==> src/rtl/stack_pkg.sv <==
// Shared definitions for the operand stack: op encodings and default geometry.
// The control unit imports the same encodings.
package stack_pkg;

  localparam int STACK_WIDTH = 16;
  localparam int STACK_DEPTH = 16;

  localparam logic [2:0] OP_NOP   = 3'b000;
  localparam logic [2:0] OP_PUSH  = 3'b001;
  localparam logic [2:0] OP_POP   = 3'b010;
  localparam logic [2:0] OP_BINOP = 3'b011;
  localparam logic [2:0] OP_UNOP  = 3'b100;
  localparam logic [2:0] OP_DUP   = 3'b101;
  localparam logic [2:0] OP_SWAP  = 3'b110;
  localparam logic [2:0] OP_RSVD  = 3'b111;

endpackage

==> src/rtl/data_stack.sv <==
// Operand stack feeding the ALU: presents tos/nos from registered state only,
// applies one op per clock, rejects over/underflow and latches a sticky err.
module data_stack
  import stack_pkg::*;
#(
  parameter int WIDTH = STACK_WIDTH,
  parameter int DEPTH = STACK_DEPTH,
  parameter int CNT_W = $clog2(DEPTH) + 1
) (
  input  logic             clk,
  input  logic             reset,
  input  logic [2:0]       op,
  input  logic [WIDTH-1:0] din,
  output logic [WIDTH-1:0] tos,
  output logic [WIDTH-1:0] nos,
  output logic [CNT_W-1:0] count,
  output logic             empty,
  output logic             full,
  output logic             err
);

  localparam int AW = $clog2(DEPTH);

  logic [WIDTH-1:0] mem [DEPTH];
  logic [CNT_W-1:0] count_q, count_d;
  logic             err_q;

  logic [CNT_W-1:0] cnt_m1, cnt_m2;
  logic [AW-1:0]    idx_top, idx_nos, idx_new;
  logic             has1, has2, room;
  logic [WIDTH-1:0] tos_raw, nos_raw;

  logic             we_a, we_b, illegal;
  logic [AW-1:0]    idx_a, idx_b;
  logic [WIDTH-1:0] dat_a, dat_b;

  assign cnt_m1  = count_q - CNT_W'(1);
  assign cnt_m2  = count_q - CNT_W'(2);
  assign idx_top = cnt_m1[AW-1:0];
  assign idx_nos = cnt_m2[AW-1:0];
  assign idx_new = count_q[AW-1:0];

  assign has1 = (count_q != '0);
  assign has2 = (count_q >= CNT_W'(2));
  assign room = (count_q < CNT_W'(DEPTH));

  assign tos_raw = mem[idx_top];
  assign nos_raw = mem[idx_nos];

  // Masking keeps uninitialised or popped storage from ever reaching the ALU.
  assign tos   = has1 ? tos_raw : '0;
  assign nos   = has2 ? nos_raw : '0;
  assign count = count_q;
  assign empty = ~has1;
  assign full  = (count_q == CNT_W'(DEPTH));
  assign err   = err_q;

  always_comb begin
    count_d = count_q;
    we_a    = 1'b0;
    idx_a   = idx_new;
    dat_a   = din;
    we_b    = 1'b0;
    idx_b   = idx_nos;
    dat_b   = tos_raw;
    illegal = 1'b0;
    case (op)
      OP_PUSH: begin
        if (room) begin
          we_a    = 1'b1;
          idx_a   = idx_new;
          dat_a   = din;
          count_d = count_q + CNT_W'(1);
        end else begin
          illegal = 1'b1;
        end
      end
      OP_POP: begin
        if (has1) count_d = cnt_m1;
        else      illegal = 1'b1;
      end
      OP_BINOP: begin
        // The result lands where NOS was; the old TOS slot becomes free.
        if (has2) begin
          we_a    = 1'b1;
          idx_a   = idx_nos;
          dat_a   = din;
          count_d = cnt_m1;
        end else begin
          illegal = 1'b1;
        end
      end
      OP_UNOP: begin
        if (has1) begin
          we_a  = 1'b1;
          idx_a = idx_top;
          dat_a = din;
        end else begin
          illegal = 1'b1;
        end
      end
      OP_DUP: begin
        if (has1 && room) begin
          we_a    = 1'b1;
          idx_a   = idx_new;
          dat_a   = tos_raw;
          count_d = count_q + CNT_W'(1);
        end else begin
          illegal = 1'b1;
        end
      end
      OP_SWAP: begin
        if (has2) begin
          we_a  = 1'b1;
          idx_a = idx_top;
          dat_a = nos_raw;
          we_b  = 1'b1;
          idx_b = idx_nos;
          dat_b = tos_raw;
        end else begin
          illegal = 1'b1;
        end
      end
      default: ;
    endcase
  end

  always_ff @(posedge clk) begin
    if (reset) begin
      count_q <= '0;
      err_q   <= 1'b0;
    end else begin
      count_q <= count_d;
      if (illegal) err_q <= 1'b1;
    end
  end

  // Storage is deliberately not cleared; count masking hides old contents.
  always_ff @(posedge clk) begin
    if (!reset) begin
      if (we_a) mem[idx_a] <= dat_a;
      if (we_b) mem[idx_b] <= dat_b;
    end
  end

endmodule

==> config.mk <==
export PLATFORM = sky130hd
export DESIGN_NAME = data_stack
export DESIGN_NICKNAME = d
export VERILOG_FILES = /design/src/rtl/stack_pkg.sv /design/src/rtl/data_stack.sv
export SDC_FILE = /design/constraint.sdc
export NUM_CORES = 1
export LEC_CHECK = 0
export ABC_CLOCK_PERIOD_IN_PS = 5200
export BUFFER_PORTS_ARGS = -buffer_cell sky130_fd_sc_hd__clkbuf_2
export CAP_MARGIN = 10
export CORE_MARGIN = 2
export CORE_UTILIZATION = 55
export DETAILED_ROUTE_END_ITERATION = 16
export PLACE_DENSITY = 0.72
export SYNTH_ARGS = -nofsm -noshare
export SYNTH_HDL_FRONTEND = slang
export SYNTH_SLANG_ARGS = --single-unit
==> constraint.sdc <==
create_clock -name clk -period 5.2 [get_ports clk]
set_input_delay 0.26 -clock clk [delete_from_list [all_inputs] [get_ports clk]]
set_output_delay 0.26 -clock clk [all_outputs]
set_load 0.01 [all_outputs]
# Yosys cells after proc, flatten, opt, wreduce, memory -nomap -nowiden
# Memories as Yosys holds them, arrays and structs flattened.
# Cells that the tools add are included.
# word_totals
reg_bits	6
mem_bits_rw	256
input_bits	21
output_inout_bits	40
elab_cells	57
n_memories	1
# classes
n_addsub	3
n_lt_le_gt_ge	2
n_eq_ne	11
mux	31
n_bitwise	1
reduce_logical	6
# mem_list
name	depth	word_bits	read_ports	rd_clocked_by_memory_dff	wr	line_no	text
mem	16	16	2	0	2	data_stack.sv:24	logic [WIDTH-1:0] mem [DEPTH];
# op_table
cell	n
2-to-1 mux 16 bit	4
case mux 16 bit (2 select lines)	1
2-to-1 mux 5 bit	4
case mux 5 bit (4 select lines)	1
2-to-1 mux 1 bit	15
2-to-1 mux 4 bit	3
case mux 4 bit (3 select lines)	1
== test 3 bit (second input constant)	3
inequality test 2 bit (second input constant)	4
case mux 1 bit (4 select lines)	2
== test 3 x 2 -> 1 bit (second input constant)	2
adder 5 x 1 -> 5 bit (second input constant)	1
== test 5 bit (second input constant)	1
greater-or-equal comparator 5 x 2 -> 1 bit (second input constant)	1
< comparator 5 bit (second input constant)	1
AND reduction 5 bit	1
nonzero test 5 bit	1
subtractor 5 x 1 -> 5 bit (second input constant)	1
nonzero test 4 bit	1
OR reduction 2 bit	2
subtractor 4 x 2 -> 4 bit (second input constant)	1
== test 3 x 1 -> 1 bit (second input constant)	1
logical AND 1 bit	1
NOT 1 bit	1

# Logic depth before layout (Yosys ltp)
# Gate-level depths: netlist (run 1).
# depth
word_depth	7
mapped_depth	14

# Least setup slack after synthesis (run 1)
# OpenSTA, ideal clock, no wires.
# synth_timing
kind	register to register
startpoint	reg count_q[0] (netlist: count[0])
endpoint	mem mem[0][0] in the netlist's numbering (enable)
setup_ps	414
t_arrival_ps	4414
slack_ps	372
stages_incl_launch_ff	13
n_path_buf	5
path_cell_list	dfxtp_1 > buf_2 > buf_6 > buf_2 > clkinv_1 > ha_1 > clkbuf_1 > nor2b_1 > o32a_1 > and3_4 > or4b_1 > buf_2 > o31ai_1
# synth_rtl
element	line_no	text
start, declared	data_stack.sv:25	logic [CNT_W-1:0] count_q, count_d;
start signal, assigned	data_stack.sv:133	count_q <= count_d;
end, declared	data_stack.sv:24	

# Worst setup path in the final report (run 1)
# layout_timing
startpoint	reg count_q[2] (netlist: count[2])
endpoint	out nos[13]
# layout_between
elab_chain_len	3
word_cells_on_any_way	4
# layout_lines
element	line_no	text
subtractor 4 x 2 -> 4 bit	data_stack.sv:38	assign cnt_m2 = count_q - CNT_W'(2);
memory read (16 x 16 bit)	--	
2-to-1 mux 16 bit (*)	data_stack.sv:52	assign nos = has2 ? nos_raw : '0;
end, declared	data_stack.sv:15	output logic [WIDTH-1:0] nos,
# Mark *: on every way between the ends. The rest lies on a longest branch, timed or not.

==> results.cfg, run 1 <==
[worst_setup_path]
worst_path_max_delay_cell = nor2_2
critPathKind = reg2out
max_stage_delay_ns = 1.08
worst_ep_arrival_time_ns = 4.59
r2r_cells = 8
cp_top_family = buffers and inverters
path_depth = 9
cp_common_cell = buf_4
setup.worst_path.start_class = flop
cp_max_fo = 26
crit_required_ns = 4.94
worst-path-buf-inv = 5
path_cells = inv_1 -> ha_1 -> buf_4 -> clkinv_1 -> nor2_2 -> a221oi_2 -> buf_4 -> nor2_1 -> clkbuf_2
cp-end-kind = output port

[synthesis]
synthArstFlopShare_pct = 0
synth-seq-cells = 262
synth_cells = 1191
synth.avg_cell_area_um2 = 13.6
synth_fp_nets = 1220
ys_seq_area_share_pct = 48.2
netlist_area_um2 = 16200
yosys_warnings = 0
ys_top_cells_by_area = edfxtp_1, mux4_2, o221ai_1, a221o_1, clkbuf_1
synth_top_area_share_pct = 47.4
synth_cell_types = 62
yosysTopAreaCell = edfxtp_1
synth_flop_cell = edfxtp_1
synth_edf_count = 256

[final_layout]
layout.cells.non_filler = 1569
layout.nets = 1195
fin_util_pct = 62.0
diodes = 0
final_cell_mix = edfxtp_1, o221ai_1, mux4_2, nand2_1, clkbuf_2
final_common_cell = edfxtp_1
syn_to_final_growth_pct = 10.5
fin_area_um2 = 17900
drive_above_1_share_pct = 27.7

[floorplanning]
die_x_um = 176
die_area_um2 = 30900
start_util_pct = 56.2
rows = 62
fp.coreArea_um2 = 28900
dieHeight_um = 176
io_pins = 61

[min_path]
hold_class = in2reg
holdPathStages = 2

[power_and_ir_drop]
power_mw = 7.64
ir_worst_vdd_mv = 0.285
p_per_area_nw_per_um2 = 427
p_leak_nw = 5.60

[grt]
grt_overflow = 0
grt_pass1_wl_um = 79000
grt_start_max_net_pins = 138
grt_usage_pct = 34.3
antenna_found_initial = 0
grt_pass1_vias = 12400

[run_status]
status = completed

[clock_network]
cts_root_buf = clkbuf_16
numCtsBuffers = 28
cts.clk_slew.worst_paths_ns = 0.06
postCtsSetupRepairBufs = 0
cts_resized = 0
clock_path_buffers = 3
cts.sink_count = 262
tritoncts = built
hold_buffers = 0
htreeDepth = 1
clk_latency_ns = 0.56

[sta]
hold_violations = 0
whs_ns = 0.0718
fmax_mhz = 206
setup_violations = 0
min_period_ns = 4.85
post-route-period-util_pct = 93.2
setup_slack_ns = 0.354
setup_tns_ns = 0
drv_slew = 0
worstMarginPinSlew_ns = 1.28
slew_headroom_pct = 14.7
rsz0062_at_grt = false
fin_skew_ns = 0.0159

[run]
maxCapViolCount = 0

[place]
dpl.cell_count = 1513
place_hpwl_um = 34300
place_congestion = 0.920
io_buffers = 60
post-place-ws_ns = 1.07
post_dp_cell_area_um2 = 16800

[routing]
first_iter_violations = 2073
drt-vias-per-instance = 8.18
drc = 0
routed_wl_um = 52600
ant_nets = 0
num_vias = 12800
drt_first_pass_iters = 6
wl_per_cell_um = 33.5
-- Yosys cell counts, types with 8 or more instances --
library cell    n
a211o_1        12
a21oi_1        12
a221o_1        40
a22o_1         11
and2_1         20
buf_2          46
buf_4          10
clkbuf_1       98
edfxtp_1      256
ha_1            8
mux2i_1        11
mux4_2        133
nand2_1        74
nand3_1        29
nand4_1         9
nor2_1         40
nor2b_1        15
nor3_1         25
o21ai_0        25
o221ai_1      176
o2bb2ai_1      21
o31ai_1        16
-- power by group --
group	internal [mW]	leakage [nW]	switching (mW)
registers	2.44	2.36	0.0281
logic	0.990	2.78	2.09
clock network	1.23	0.457	0.857
total	4.66	5.60	2.98
-- final cells by class --
class	count	area, µm²
clock buffer	32	716
clock inverter	17	219
fill	2186	11000
inverter	9	33.8
multi-input combinational	759	7910
sequential	262	7820
tap	384	480
timing repair buffer	106	723
-- cells by family (layout without fill, tap and decap cells) --
group | count (synthesis) | in the layout | share of synthesized area, %
AOI/OAI and AO/OA | 355 | 355 | 19.2
DFF | 262 | 262 | 48.2
and+or+nand+nor | 244 | 244 | 7.64
buffers and inverters | 170 | 164 | 4.66
muxes | 145 | 145 | 19.2
adders and majority gates | 8 | 8 | 0.618
xor gates and xnor gates | 7 | 7 | 0.425
-- registers in the layout (all words and copies together) (netlist names) --
register and flops:
mem 256, count 5, err 1
-- metal layers --
layer	part of all wire, %	global-route usage, %	up-vias
met5	0	0	-
met4	6.4	17.6	0
met3	11	5.37	218
met2	48	56.0	1083
met1	34	44.8	6414
li1	-	-	5118
-- final timing paths --
path / start / endpoint / slack, ns
setup / recovery: count[2]$_SDFFE_PP0P_ / nos[13] / 0.35
hold / removal: reset / count[3]$_SDFFE_PP0P_ / 0.07
setup reg to reg: count[2]$_SDFFE_PP0P_ / mem[2][14]$_DFFE_PP_ / 0.94
hold reg to reg: err$_SDFFE_PP0P_ / err$_SDFFE_PP0P_ / 0.61
Power figures use the tool's default switching activity.
==> inputs of run 2 (changes only) <==
ABC_AREA = 1   (was unset)
CORE_MARGIN = 4   (was 2)
==> run 2 against run 1 <==
Net effect:
- critical path depth is 1 lower
- fmax is 12% higher
- count of clock-buffer cells in the layout is 2 higher
- critical path type is now reg2reg
- critical endpoint is now mem[11][7]$_DFFE_PP_
==> results.cfg, run 2 <==
[run_status]
status = completed

[grt]
grt_start_max_net_pins = 247
antenna_found_initial = 0
grt_pass1_vias = 16800
grt_pass1_wl_um = 99200
grt_overflow = 0
grt_usage_pct = 36.1

[worst_setup_path]
cp-end-kind = flop
worst_ep_arrival_time_ns = 4.51
setup.worst_path.start_class = flop
cp_max_fo = 17
crit_required_ns = 5.39
critPathKind = reg2reg

[sta]
drv_slew = 0
hold_violations = 0
setup_tns_ns = 0
fin_skew_ns = 0.0268
setup_slack_ns = 0.878
whs_ns = 0.0340
fmax_mhz = 231
min_period_ns = 4.32
rsz0062_at_grt = false
setup_violations = 0
post-route-period-util_pct = 83.1
worstMarginPinSlew_ns = 1.16
slew_headroom_pct = 22.6

[synthesis]
yosysTopAreaCell = edfxtp_1
synthArstFlopShare_pct = 0
synth.avg_cell_area_um2 = 6.74
synth_commonest_cells = nand2_1, edfxtp_1, nand3_1, nor2_1, buf_2
synth_edf_count = 256
synth_cell_types = 30
ys_seq_area_share_pct = 43.3
yosys_warnings = 0
netlist_area_um2 = 18000
synth_cells = 2678
synth_fp_nets = 2707
ys_top_cells_by_area = edfxtp_1, nand2_1, nand3_1, nor2_1, buf_2
synth_flop_cell = edfxtp_1
synth_top_area_share_pct = 42.6
synth-seq-cells = 262
synth_most_common_cell = nand2_1

[final_layout]
fin_area_um2 = 19400
layout.nets = 2657
syn_to_final_growth_pct = 7.32
final_cell_mix = nand2_1, edfxtp_1, nand3_1, nor2_1
largest_reg_flops = 256
layout.cells.non_filler = 3095
fin_util_pct = 59.7
diodes = 0
largest-register = mem
final_common_cell = nand2_1
drive_above_1_share_pct = 8.44

[power_and_ir_drop]
p_per_area_nw_per_um2 = 396
p_comb_share_pct = 38.2
ir_worst_vdd_mv = 0.304
p_leak_nw = 9.14
power.switching_mw = 3.26
p_int_mw = 4.42
power_mw = 7.67
p_seq_share_pct = 32.1
sw_frac_of_total_pct = 42.5
clock_power_share_pct = 29.7

[floorplanning]
io_pins = 61
fp.coreArea_um2 = 32500
die_area_um2 = 35800
dieHeight_um = 189
die_x_um = 189
rows = 66
start_util_pct = 55.6

[clock_network]
cts_resized = 0
cts_root_buf = clkbuf_16
postCtsSetupRepairBufs = 0
cts.sink_count = 262
cts.clk_slew.worst_paths_ns = 0.06
clock_path_buffers = 3
hold_buffers = 0
htreeDepth = 1
tritoncts = built
numCtsBuffers = 31
clk_latency_ns = 0.59

[routing]
wl_per_cell_um = 21.3
drt-vias-per-instance = 5.84
ant_nets = 0
routed_wl_um = 65900
drt_first_pass_iters = 6
first_iter_violations = 2505
drc = 0
num_vias = 18100

[place]
post-place-ws_ns = 1.09
dpl.cell_count = 3037
io_buffers = 60
post_dp_cell_area_um2 = 18300
place_hpwl_um = 43300
place_congestion = 0.958

[min_path]
hold_class = in2reg

[run]
maxCapViolCount = 0
[run 2: cell count changes after synthesis, moves of 44 or more]
cell      previous run  this run
o21ai_0             25        98
nand3_1             29       216
buf_2               46       111
a21oi_1             12        56
o221ai_1           176         0
clkbuf_1            98        30
mux4_2             133         0
nand2_1             74      1465
inv_1                7        99
nor2_1              40       193
[run 2: power by group through the flow]
| stage | logic, mW | clock network [mW] | registers [mW] |
|---|---|---|---|
| 2_1_floorplan | 1.86 | 0 | 2.50 |
| 3_3_place_gp | 2.80 | 0 | 2.51 |
| 3_5_place_dp | 2.84 | 0 | 2.51 |
| 4_1_cts | 2.85 | 2.27 | 2.46 |
| 5_1_grt | 3.13 | 2.36 | 2.47 |
| 6_report | 2.93 | 2.28 | 2.46 |
[run 2: final cells by class]
class	count	area, µm²
Clock buffer	34	787
Clock inverter	24	272
Fill cell	3033	13100
Inverter	133	502
Multi-Input combinational cell	2114	8910
Sequential cell	262	7810
Tap cell	442	553
Timing Repair Buffer	86	520
[run 2: final timing paths]
path,startpoint,to,slack (ns),depth (start not counted)
setup / recovery,count[2]$_SDFFE_PP0P_,mem[11][7]$_DFFE_PP_,0.88,8
hold / removal,reset,count[4]$_SDFFE_PP0P_,0.03,2
setup reg to reg,count[2]$_SDFFE_PP0P_,mem[11][7]$_DFFE_PP_,0.88,8
hold reg to reg,err$_SDFFE_PP0P_,err$_SDFFE_PP0P_,0.48,2
[run 2: kinds of logic after synthesis]
group | count (synthesis) | synth area share, %
and+or+nand+nor | 1920 | 43.0
buffers and inverters | 302 | 7.41
DFF | 262 | 43.3
AOI/OAI and AO/OA | 177 | 5.12
xor gates and xnor gates | 8 | 0.555
adders and majority gates | 8 | 0.555
muxes | 1 | 0.0624
[run 2: routing by layer]
layer	global-route usage (%)	routed length (µm)	up-vias
li1	-	-	8378
met1	45.4	23600	8238
met2	57.9	29600	1221
met3	7.26	7870	239
met4	21.7	4750	0
met5	0	0	-
[run 2: critical path: stages (launching register included)]
cell and delay, ns:
dfxtp_1 0.55, inv_1 0.17, ha_1 0.44, inv_1 0.13, nor2_4 0.52, inv_2 0.23, nor2_4 0.60, inv_2 0.41
nand2_1 0.88
